[src/rtl/t08_mem_pkg.sv]
// t08_mem_pkg: shared types and helpers for the team_08 memory handler.
//   state_t      - handler FSM states (IDLE, REQ, DONE)
//   F3_*         - funct3 encodings of the supported load/store sizes
//   access_legal - size/alignment legality check for a request
//   lane_sel     - byte enables for an access
//   lane_wdata   - store data replicated across the byte lanes
package t08_mem_pkg;

    localparam int NUM_LANES = 4;
    localparam int VEC_W     = 8;

    typedef enum logic [1:0] {
        IDLE = 2'd0,
        REQ  = 2'd1,
        DONE = 2'd2
    } state_t;

    localparam logic [2:0] F3_B  = 3'b000;
    localparam logic [2:0] F3_H  = 3'b001;
    localparam logic [2:0] F3_W  = 3'b010;
    localparam logic [2:0] F3_BU = 3'b100;
    localparam logic [2:0] F3_HU = 3'b101;

    function automatic logic access_legal(input logic [2:0] f3, input logic [1:0] a);
        case (f3)
            F3_B, F3_BU: return 1'b1;
            F3_H, F3_HU: return ~a[0];
            F3_W:        return (a == 2'b00);
            default:     return 1'b0;
        endcase
    endfunction

    // funct3[1:0] encodes the size; only legal codes ever reach these helpers.
    function automatic logic [NUM_LANES-1:0] lane_sel(input logic [2:0] f3, input logic [1:0] a);
        case (f3[1:0])
            2'b00:   return 4'b0001 << a;
            2'b01:   return 4'b0011 << {a[1], 1'b0};
            default: return 4'b1111;
        endcase
    endfunction

    function automatic logic [31:0] lane_wdata(input logic [2:0] f3, input logic [31:0] d);
        case (f3[1:0])
            2'b00:   return {4{d[7:0]}};
            2'b01:   return {2{d[15:0]}};
            default: return d;
        endcase
    endfunction

endpackage

[src/rtl/t08_load_extend.sv]
// t08_load_extend: picks the addressed byte/half out of a bus word and
// sign- or zero-extends it according to funct3.
//   rdata  in  32 - raw bus read word
//   addr   in  2  - byte offset within the word
//   funct3 in  3  - access size/sign
//   result out 32 - extended load value
module t08_load_extend
    import t08_mem_pkg::*;
(
    input  logic [31:0] rdata,
    input  logic [1:0]  addr,
    input  logic [2:0]  funct3,
    output logic [31:0] result
);

    logic [NUM_LANES-1:0][VEC_W-1:0] lanes;
    logic [7:0]  byte_v;
    logic [15:0] half_v;

    assign lanes  = rdata;
    assign byte_v = lanes[addr];
    // Halves are 2-byte aligned, so only addr[1] picks the half.
    assign half_v = addr[1] ? {lanes[3], lanes[2]} : {lanes[1], lanes[0]};

    always_comb begin
        result = rdata;
        case (funct3)
            F3_B:    result = {{24{byte_v[7]}}, byte_v};
            F3_H:    result = {{16{half_v[15]}}, half_v};
            F3_BU:   result = {24'd0, byte_v};
            F3_HU:   result = {16'd0, half_v};
            default: result = rdata;
        endcase
    end

endmodule

[src/rtl/t08_mem_handler.sv]
// t08_mem_handler: memory-side counterpart of the team_08 decoder. Runs one
// single-beat bus transaction per load/store with lane steering, byte
// enables and load extension, stalling fetch until the access completes.
//   clk, reset         - clock (rising), async active-low reset
//   read, write        - decoder load/store request (write wins if both)
//   funct3, address    - access size/sign and byte address
//   store_data         - rs2 value for stores
//   load_data          - extended load result, held until the next load
//   done, misaligned   - one-cycle completion / illegal-access pulses
//   stall              - hold PC/fetch (combinational)
//   bus_*              - single-beat data bus (strobes held until bus_ack)
//   timeout_err        - one-cycle pulse when the bus wait limit expires
// Optional feature: define T08_MEM_TIMEOUT_EN to enable the REQ wait limit of
// TIMEOUT_CYCLES cycles; otherwise REQ waits forever and timeout_err is 0.
module t08_mem_handler
    import t08_mem_pkg::*;
#(
    parameter int TIMEOUT_CYCLES = 255
)(
    input  logic        clk,
    input  logic        reset,
    input  logic        read,
    input  logic        write,
    input  logic [2:0]  funct3,
    input  logic [31:0] address,
    input  logic [31:0] store_data,
    output logic [31:0] load_data,
    output logic        done,
    output logic        stall,
    output logic        misaligned,
    output logic        bus_read,
    output logic        bus_write,
    output logic [31:0] bus_addr,
    output logic [31:0] bus_wdata,
    output logic [3:0]  bus_sel,
    input  logic [31:0] bus_rdata,
    input  logic        bus_ack,
    output logic        timeout_err
);

    state_t      state;
    logic [1:0]  addr_lo_q;
    logic [2:0]  f3_q;
    logic        req;
    logic        legal;
    logic [31:0] ext_data;

    assign req   = read | write;
    assign legal = access_legal(funct3, address[1:0]);
    assign stall = (state == REQ) || ((state == IDLE) && req && legal);

    t08_load_extend u_ext (
        .rdata  (bus_rdata),
        .addr   (addr_lo_q),
        .funct3 (f3_q),
        .result (ext_data)
    );

`ifdef T08_MEM_TIMEOUT_EN
    localparam int CNT_W = ($clog2(TIMEOUT_CYCLES + 1) > 8) ? $clog2(TIMEOUT_CYCLES + 1) : 8;
    localparam logic [CNT_W-1:0] CNT_LAST = CNT_W'(TIMEOUT_CYCLES - 1);
    logic [CNT_W-1:0] tmo_cnt;
    logic             tmo_q;
    assign timeout_err = tmo_q;
`else
    // The limit only matters when the counter is built; the term folds to 0.
    assign timeout_err = 1'b0 && (TIMEOUT_CYCLES != 0);
`endif

    always_ff @(posedge clk or negedge reset) begin
        if (!reset) begin
            state      <= IDLE;
            load_data  <= '0;
            done       <= 1'b0;
            misaligned <= 1'b0;
            bus_read   <= 1'b0;
            bus_write  <= 1'b0;
            bus_addr   <= '0;
            bus_wdata  <= '0;
            bus_sel    <= '0;
            addr_lo_q  <= '0;
            f3_q       <= '0;
`ifdef T08_MEM_TIMEOUT_EN
            tmo_cnt    <= '0;
            tmo_q      <= 1'b0;
`endif
        end else begin
            done       <= 1'b0;
            misaligned <= 1'b0;
`ifdef T08_MEM_TIMEOUT_EN
            tmo_q      <= 1'b0;
`endif
            case (state)
                IDLE: begin
                    if (req) begin
                        if (legal) begin
                            state     <= REQ;
                            bus_write <= write;
                            bus_read  <= ~write;
                            bus_addr  <= {address[31:2], 2'b00};
                            bus_sel   <= lane_sel(funct3, address[1:0]);
                            bus_wdata <= lane_wdata(funct3, store_data);
                            addr_lo_q <= address[1:0];
                            f3_q      <= funct3;
`ifdef T08_MEM_TIMEOUT_EN
                            tmo_cnt   <= '0;
`endif
                        end else begin
                            misaligned <= 1'b1;
                        end
                    end
                end
                REQ: begin
                    if (bus_ack) begin
                        // bus_read still reflects the latched direction here.
                        if (bus_read)
                            load_data <= ext_data;
                        bus_read  <= 1'b0;
                        bus_write <= 1'b0;
                        done      <= 1'b1;
                        state     <= DONE;
                    end
`ifdef T08_MEM_TIMEOUT_EN
                    else if (tmo_cnt == CNT_LAST) begin
                        bus_read  <= 1'b0;
                        bus_write <= 1'b0;
                        done      <= 1'b1;
                        tmo_q     <= 1'b1;
                        state     <= DONE;
                    end else begin
                        tmo_cnt <= tmo_cnt + 1'b1;
                    end
`endif
                end
                // Requests are ignored here so the same instruction is not re-issued.
                DONE:    state <= IDLE;
                default: state <= IDLE;
            endcase
        end
    end

endmodule

[config.mk]
export PLATFORM = sky130hd
export DESIGN_NAME = t08_mem_handler
export DESIGN_NICKNAME = d
export VERILOG_FILES = /design/src/rtl/t08_mem_pkg.sv /design/src/rtl/t08_load_extend.sv /design/src/rtl/t08_mem_handler.sv
export SDC_FILE = /design/constraint.sdc
export NUM_CORES = 1
export LEC_CHECK = 0
export ABC_AREA = 0
export CORE_MARGIN = 4
export CORE_UTILIZATION = 42
export CTS_CLUSTER_SIZE = 12
export DETAILED_ROUTE_END_ITERATION = 7
export PLACE_DENSITY = 0.79
export RECOVER_POWER = 25
export SYNTH_ARGS = -nofsm -noshare
export SYNTH_HDL_FRONTEND = slang
export SYNTH_SLANG_ARGS = --single-unit
[constraint.sdc]
create_clock -name clk -period 4.2 [get_ports clk]
set_input_delay 0.42 -clock clk [delete_from_list [all_inputs] [get_ports clk]]
set_output_delay 0.42 -clock clk [all_outputs]
set_load 0.02 [all_outputs]
======== Word level (Yosys, flattened, before mapping) ========
Index checks and enable logic that the tools add are counted.
word-level totals
  bits in registers ....................... 109
  input port bits ......................... 104
cells by class
  $lt $le $gt $ge ......................... 1
  eq/ne operators ......................... 12
  shift operators ......................... 2
  mux-type cells .......................... 23
  bitwise gates (word level) .............. 3
  reduce and logical (&&, ||, !) cells .... 15
operators by type and width
  kind                   count
  $pmux W32 S4           1
  $pmux W32 S2           1
  $bmux W8 S2            1
  $mux W16               1
  $eq A3 B3 Y1 const B   4
  $mux W1                10
  $reduce_and A3 Y1      3
  $mux W8                1
  $pmux W4 S2            1
  $eq A3 B1 Y1 const B   2
  $logic_not A2 Y1       3
  $logic_not A3 Y1       2
  $mux W2                3
  $ne A2 B2 Y1 const B   3
  $eq A2 B1 Y1 const B   2
  $pmux W1 S2            2
  $pmux W2 S2            1
  $reduce_and A4 Y1      1
  $reduce_or A2 Y1       2
  $shl A1 B2 Y4 const A  1
  $shl A2 B2 Y4 const A  1
  $eq A3 B2 Y1 const B   1
  $lt A2 B3 Y1 const B   1
  $pmux W1 S3            1
  5 further kinds        7

======== Depth between registers and ports, before layout ========
  depth after elaboration ................. 6
  mapped depth ............................ 7
  depth with buffers taken out ............ 5

======== By module ========
A second synthesis with hierarchy kept.
second synthesis, totals
  cells, all modules ...................... 417
  area, all modules ....................... 5605.4 um^2
by module, submodules not included
  module           times used  cells an instance  area an instance (um^2)  seq. area each (um^2)
  t08_mem_handler  1           299                4805.9                   2727.6
  t08_load_extend  1           118                799.5                    0.0

======== Least setup slack after synthesis ========
No wires, ideal clock.
  path type ............................... in2out
  start point ............................. in funct3[0]
  end point ............................... out stall
  data arrival time ....................... 1.477 ns
  required time ........................... 3.780 ns
  path slack .............................. 2.303 ns
  cell stages on the path ................. 5
  path through ............................ nor4_2 -> o221ai_2 -> buf_2 -> buf_2 -> nand2_1
on the way
  word-level cells in the longest chain between the ends .. 5
  elaborated cells between the ends (all ways) .. 10
  those cells by class .................... 4 x eq/ne; 1 x mux; 5 x reduce/logical
ends and longest elaborated chain
  item                                        RTL line               text
  start, declared                             t08_mem_handler.sv:24  input logic [2:0] funct3,
  $eq A3 B1 Y1, or another cell as far along  t08_mem_pkg.sv:25      case (f3)
  $reduce_or A2 Y1                            t08_mem_pkg.sv:25
  $pmux W1 S3 (*)                             t08_mem_pkg.sv:25
  $logic_and A1 B1 Y1 (*)                     t08_mem_handler.sv:50  assign stall = (state == REQ) || ((state == IDLE) && req && legal);
  $logic_or A1 B1 Y1 (*)                      t08_mem_handler.sv:50
  end, declared                               t08_mem_handler.sv:29  output logic stall,
Mark *: on every way between the ends. The rest lies on a longest branch, timed or not.

======== Final worst setup path ========
Same ends and word-level chain as after synthesis.

==> insert_results.sql <==
INSERT INTO impl_metrics (metric_group, metric, value, unit) VALUES
('critical_path', 'cp_max_fo', '13', ''),
('critical_path', 'start_kind', 'input pin', ''),
('logic_synthesis', 'mappedNetlistArea', '5050', 'um2'),
('placed_design', 'io_buffer_count', '206', ''),
('power_and_ir_drop', 'share_of_power_burned_in_registers', '0.350', ''),
('final_layout', 'final_nets', '764', ''),
('placed_design', 'finalWeightedCongestion', '0.909', ''),
('global_route', 'grt_antenna_before_repair', '0', ''),
('logic_synthesis', 'synth-seq-area-share', '0.541', ''),
('critical_path', 'path_cells', 'clkdlybuf4s50_1 > buf_4 > nor4_2 > o221ai_4 > nand2_1 > clkdlybuf4s50_1', ''),
('critical_path', 'worstPathArrival', '2470', 'ps'),
('outcome', 'violations', 'capacitance limit, slew limit', ''),
('die', 'core_region', '11600', 'um2'),
('critical_path', 'reg2reg_from', 'addr_lo_q[1]', ''),
('logic_synthesis', 'syn_area_per_cell', '10.8', 'um2'),
('die', 'chipWidth', '118', 'um'),
('final_layout', 'instances_no_fill', '808', ''),
('clock_network', 'h-tree-depth', '3', ''),
('global_route', 'grt_pass1_wl', '24600', 'um'),
('drt', 'routed_wire_length_per_instance', '18.8', 'um'),
('timing', 'fin_skew', '9.36', 'ps'),
('timing', 'fmax', '0.346', 'GHz'),
('clock_network', 'cts_tree', 'yes', ''),
('critical_path', 'worst_path_most_repeated_cell', 'sky130_fd_sc_hd__clkdlybuf4s50_1', ''),
('drt', 'route.detailed.drc', '0', ''),
('hold_path', 'hp-class', 'reg2reg', ''),
('logic_synthesis', 'synthesis.instances', '469', ''),
('final_layout', 'insertedDiodeCount', '0', ''),
('die', 'fp.dieArea', '13800', 'um2'),
('placed_design', 'place.detailed.hpwl', '11200', 'um'),
('final_layout', 'layout-area-overhead-vs-synth', '49.4', '%'),
('drt', 'drt.antenna.violating_nets', '0', ''),
('drt', 'wl_met1', '5970', 'um'),
('placed_design', 'place_ws', '1140', 'ps'),
('outcome', 'status', 'finished, violations left', ''),
('final_layout', 'final_core_util', '0.652', ''),
('timing', 'maxSlewHeadroom', '-0.499', ''),
('drt', 'met3_wirelength', '1690', 'um'),
('final_layout', 'drive_gt1_frac', '0.0571', ''),
('logic_synthesis', 'synth.top_cells.by_area', 'sky130_fd_sc_hd__dfrtp_1 54%, sky130_fd_sc_hd__mux2_1 9.1%, sky130_fd_sc_hd__mux2i_1 6.5%, sky130_fd_sc_hd__nand2_1 4.8%, sky130_fd_sc_hd__nand3_1 3.4%', ''),
('critical_path', 'r2r_slack', '2030', 'ps'),
('clock_network', 'count_of_cells_resized_by_post_cts_repair', '0', ''),
('logic_synthesis', 'yosysMostFrequentCell', 'sky130_fd_sc_hd__dfrtp_1', ''),
('drt', 'topRoutingLayerUsed', 'met4', ''),
('critical_path', 'slowest_delay', '610', 'ps'),
('logic_synthesis', 'ys.flop_type', 'sky130_fd_sc_hd__dfrtp_1', ''),
('placed_design', 'dpl.cell_count', '792', ''),
('timing', 'setup_viol', '0', ''),
('drt', 'drt-initial-drc-count', '346', ''),
('global_route', 'gr-total-overflow', '0', ''),
('power_and_ir_drop', 'netSwitchingPower', '1780', 'uW'),
('drt', 'wl', '15200', 'um'),
('timing', 'post-route-worst-setup-slack', '1310', 'ps'),
('logic_synthesis', 'synthDominantCellAreaShare', '0.541', ''),
('clock_network', 'clkTransAtPathRegs', '80', 'ps'),
('timing', 'final.period_utilization', '0.688', ''),
('drt', 'num_vias', '4347', ''),
('power_and_ir_drop', 'p_comb_frac', '0.449', ''),
('critical_path', 'worst-r2r-cell-count', '3', ''),
('power_and_ir_drop', 'power.ir.vdd_worst', '0.000400', 'V'),
('die', 'initial_core_util', '0.436', ''),
('flow_run', 'cap_violations', '1', ''),
('logic_synthesis', 'asyncSetResetFlopFracSynth', '1.00', ''),
('clock_network', 'clock_tree.buffer_depth', '2', ''),
('timing', 'report.final.slew_viol_count', '91', ''),
('power_and_ir_drop', 'p_leak', '0.00322', 'uW'),
('drt', 'dr_wl_met2', '7230', 'um'),
('die', 'floorplan.rows', '39', ''),
('logic_synthesis', 'synth_commonest_cells', '109 x sky130_fd_sc_hd__dfrtp_1, 64 x sky130_fd_sc_hd__nand2_1, 41 x sky130_fd_sc_hd__mux2_1', ''),
('logic_synthesis', 'synth-warning-count', '0', ''),
('critical_path', 'critical_path.endpoint_type', 'primary output', '');
-- tightest hold or removal path, cell delays in order, from the launching register on --
cell and delay (ps):
sky130_fd_sc_hd__dfrtp_1 350, sky130_fd_sc_hd__nand2_1 40, sky130_fd_sc_hd__o21ai_0 60
-- state kept, by name, summed over array words and instances (netlist names) --
signal	cells
bus_write	1
load_data	32
bus_wdata	32
done	1
bus_sel	4
addr_lo_q	2
misaligned	1
bus_read	1
bus_addr	30
f3_q	3
state	2
-- placed cells by master (no fill, tap or decap), types with 3 or more instances in the layout --
cell                                n
sky130_fd_sc_hd__dfrtp_1          109
sky130_fd_sc_hd__mux2_2             8
sky130_fd_sc_hd__a21o_1             6
sky130_fd_sc_hd__mux2i_1           33
sky130_fd_sc_hd__nand2_1           64
sky130_fd_sc_hd__clkdlybuf4s50_1  204
sky130_fd_sc_hd__nor2_1            30
sky130_fd_sc_hd__a21oi_1           12
sky130_fd_sc_hd__o21ai_0           11
sky130_fd_sc_hd__o21ai_1           26
sky130_fd_sc_hd__nor3b_1            9
sky130_fd_sc_hd__buf_4              7
sky130_fd_sc_hd__inv_1              5
sky130_fd_sc_hd__a2bb2oi_1          6
sky130_fd_sc_hd__clkbuf_16          9
sky130_fd_sc_hd__bufinv_16          3
sky130_fd_sc_hd__nand2b_1           3
sky130_fd_sc_hd__mux2_1            41
sky130_fd_sc_hd__a211oi_1           8
sky130_fd_sc_hd__conb_1             3
sky130_fd_sc_hd__a31oi_1            6
sky130_fd_sc_hd__nand3b_1           7
sky130_fd_sc_hd__nand3_1           34
-- final cells by class --
type / count / area [um2]
Clock buffer: 9 / 225
Timing Repair Buffer: 213 / 2110
Clock inverter: 7 / 121
Multi-Input combinational cell: 322 / 2160
Fill cell: 919 / 4030
Sequential cell: 109 / 2730
Inverter: 5 / 18.8
Tap cell: 143 / 179
-- logic make-up after synthesis --
logic type,after synthesis,share of synthesized area
other cells,1,0.000743
mux,83,0.179
buf+inv,40,0.0360
compound gates,83,0.104
flops,109,0.541
simple gates,153,0.140
-- worst min-delay path by stage --
| stage | end | slack, ps | cells past startpoint | from |
|---|---|---|---|---|
| floorplan | addr_lo_q[0] | 120 | 0 | reset |
| global placement | bus_wdata[14] | 460 | 2 | bus_wdata[14] |
| detailed placement | bus_wdata[14] | 480 | 2 | bus_wdata[14] |
| CTS | load_data[19] | 340 | 1 | reset |
| global route | bus_addr[5] | 510 | 1 | bus_addr[5] |
| finish | bus_wdata[14] | 480 | 2 | bus_wdata[14] |
-- stage by stage --
step / hold slack, ps / instance area [um2] / power (uW)
3_5_place_dp: 475 / 7190 / 3960
4_1_cts: 338 / 7540 / 4960
3_3_place_gp: 464 / 7190 / 3890
5_1_grt: 513 / 7540 / 5190
6_report: 482 / 7540 / 4910
2_1_floorplan: 124 / 5050 / 2840
-- layer usage --
layer | global-route usage | vias to the layer above
met5 | 0 | -
met1 | 0.262 | 2104
met3 | 0.100 | 24
met2 | 0.356 | 197
li1 | - | 2022
met4 | 0.0835 | 0
-- power groups by stage --
stage	registers [uW]	logic, uW	clock network, uW
global placement	1710	2180	0
finish	1720	2210	985
CTS	1720	2230	1000
floorplan	2170	668	0
detailed placement	1740	2220	0
global route	1780	2360	1050
Note: power is estimated with default switching activity, not from simulation.
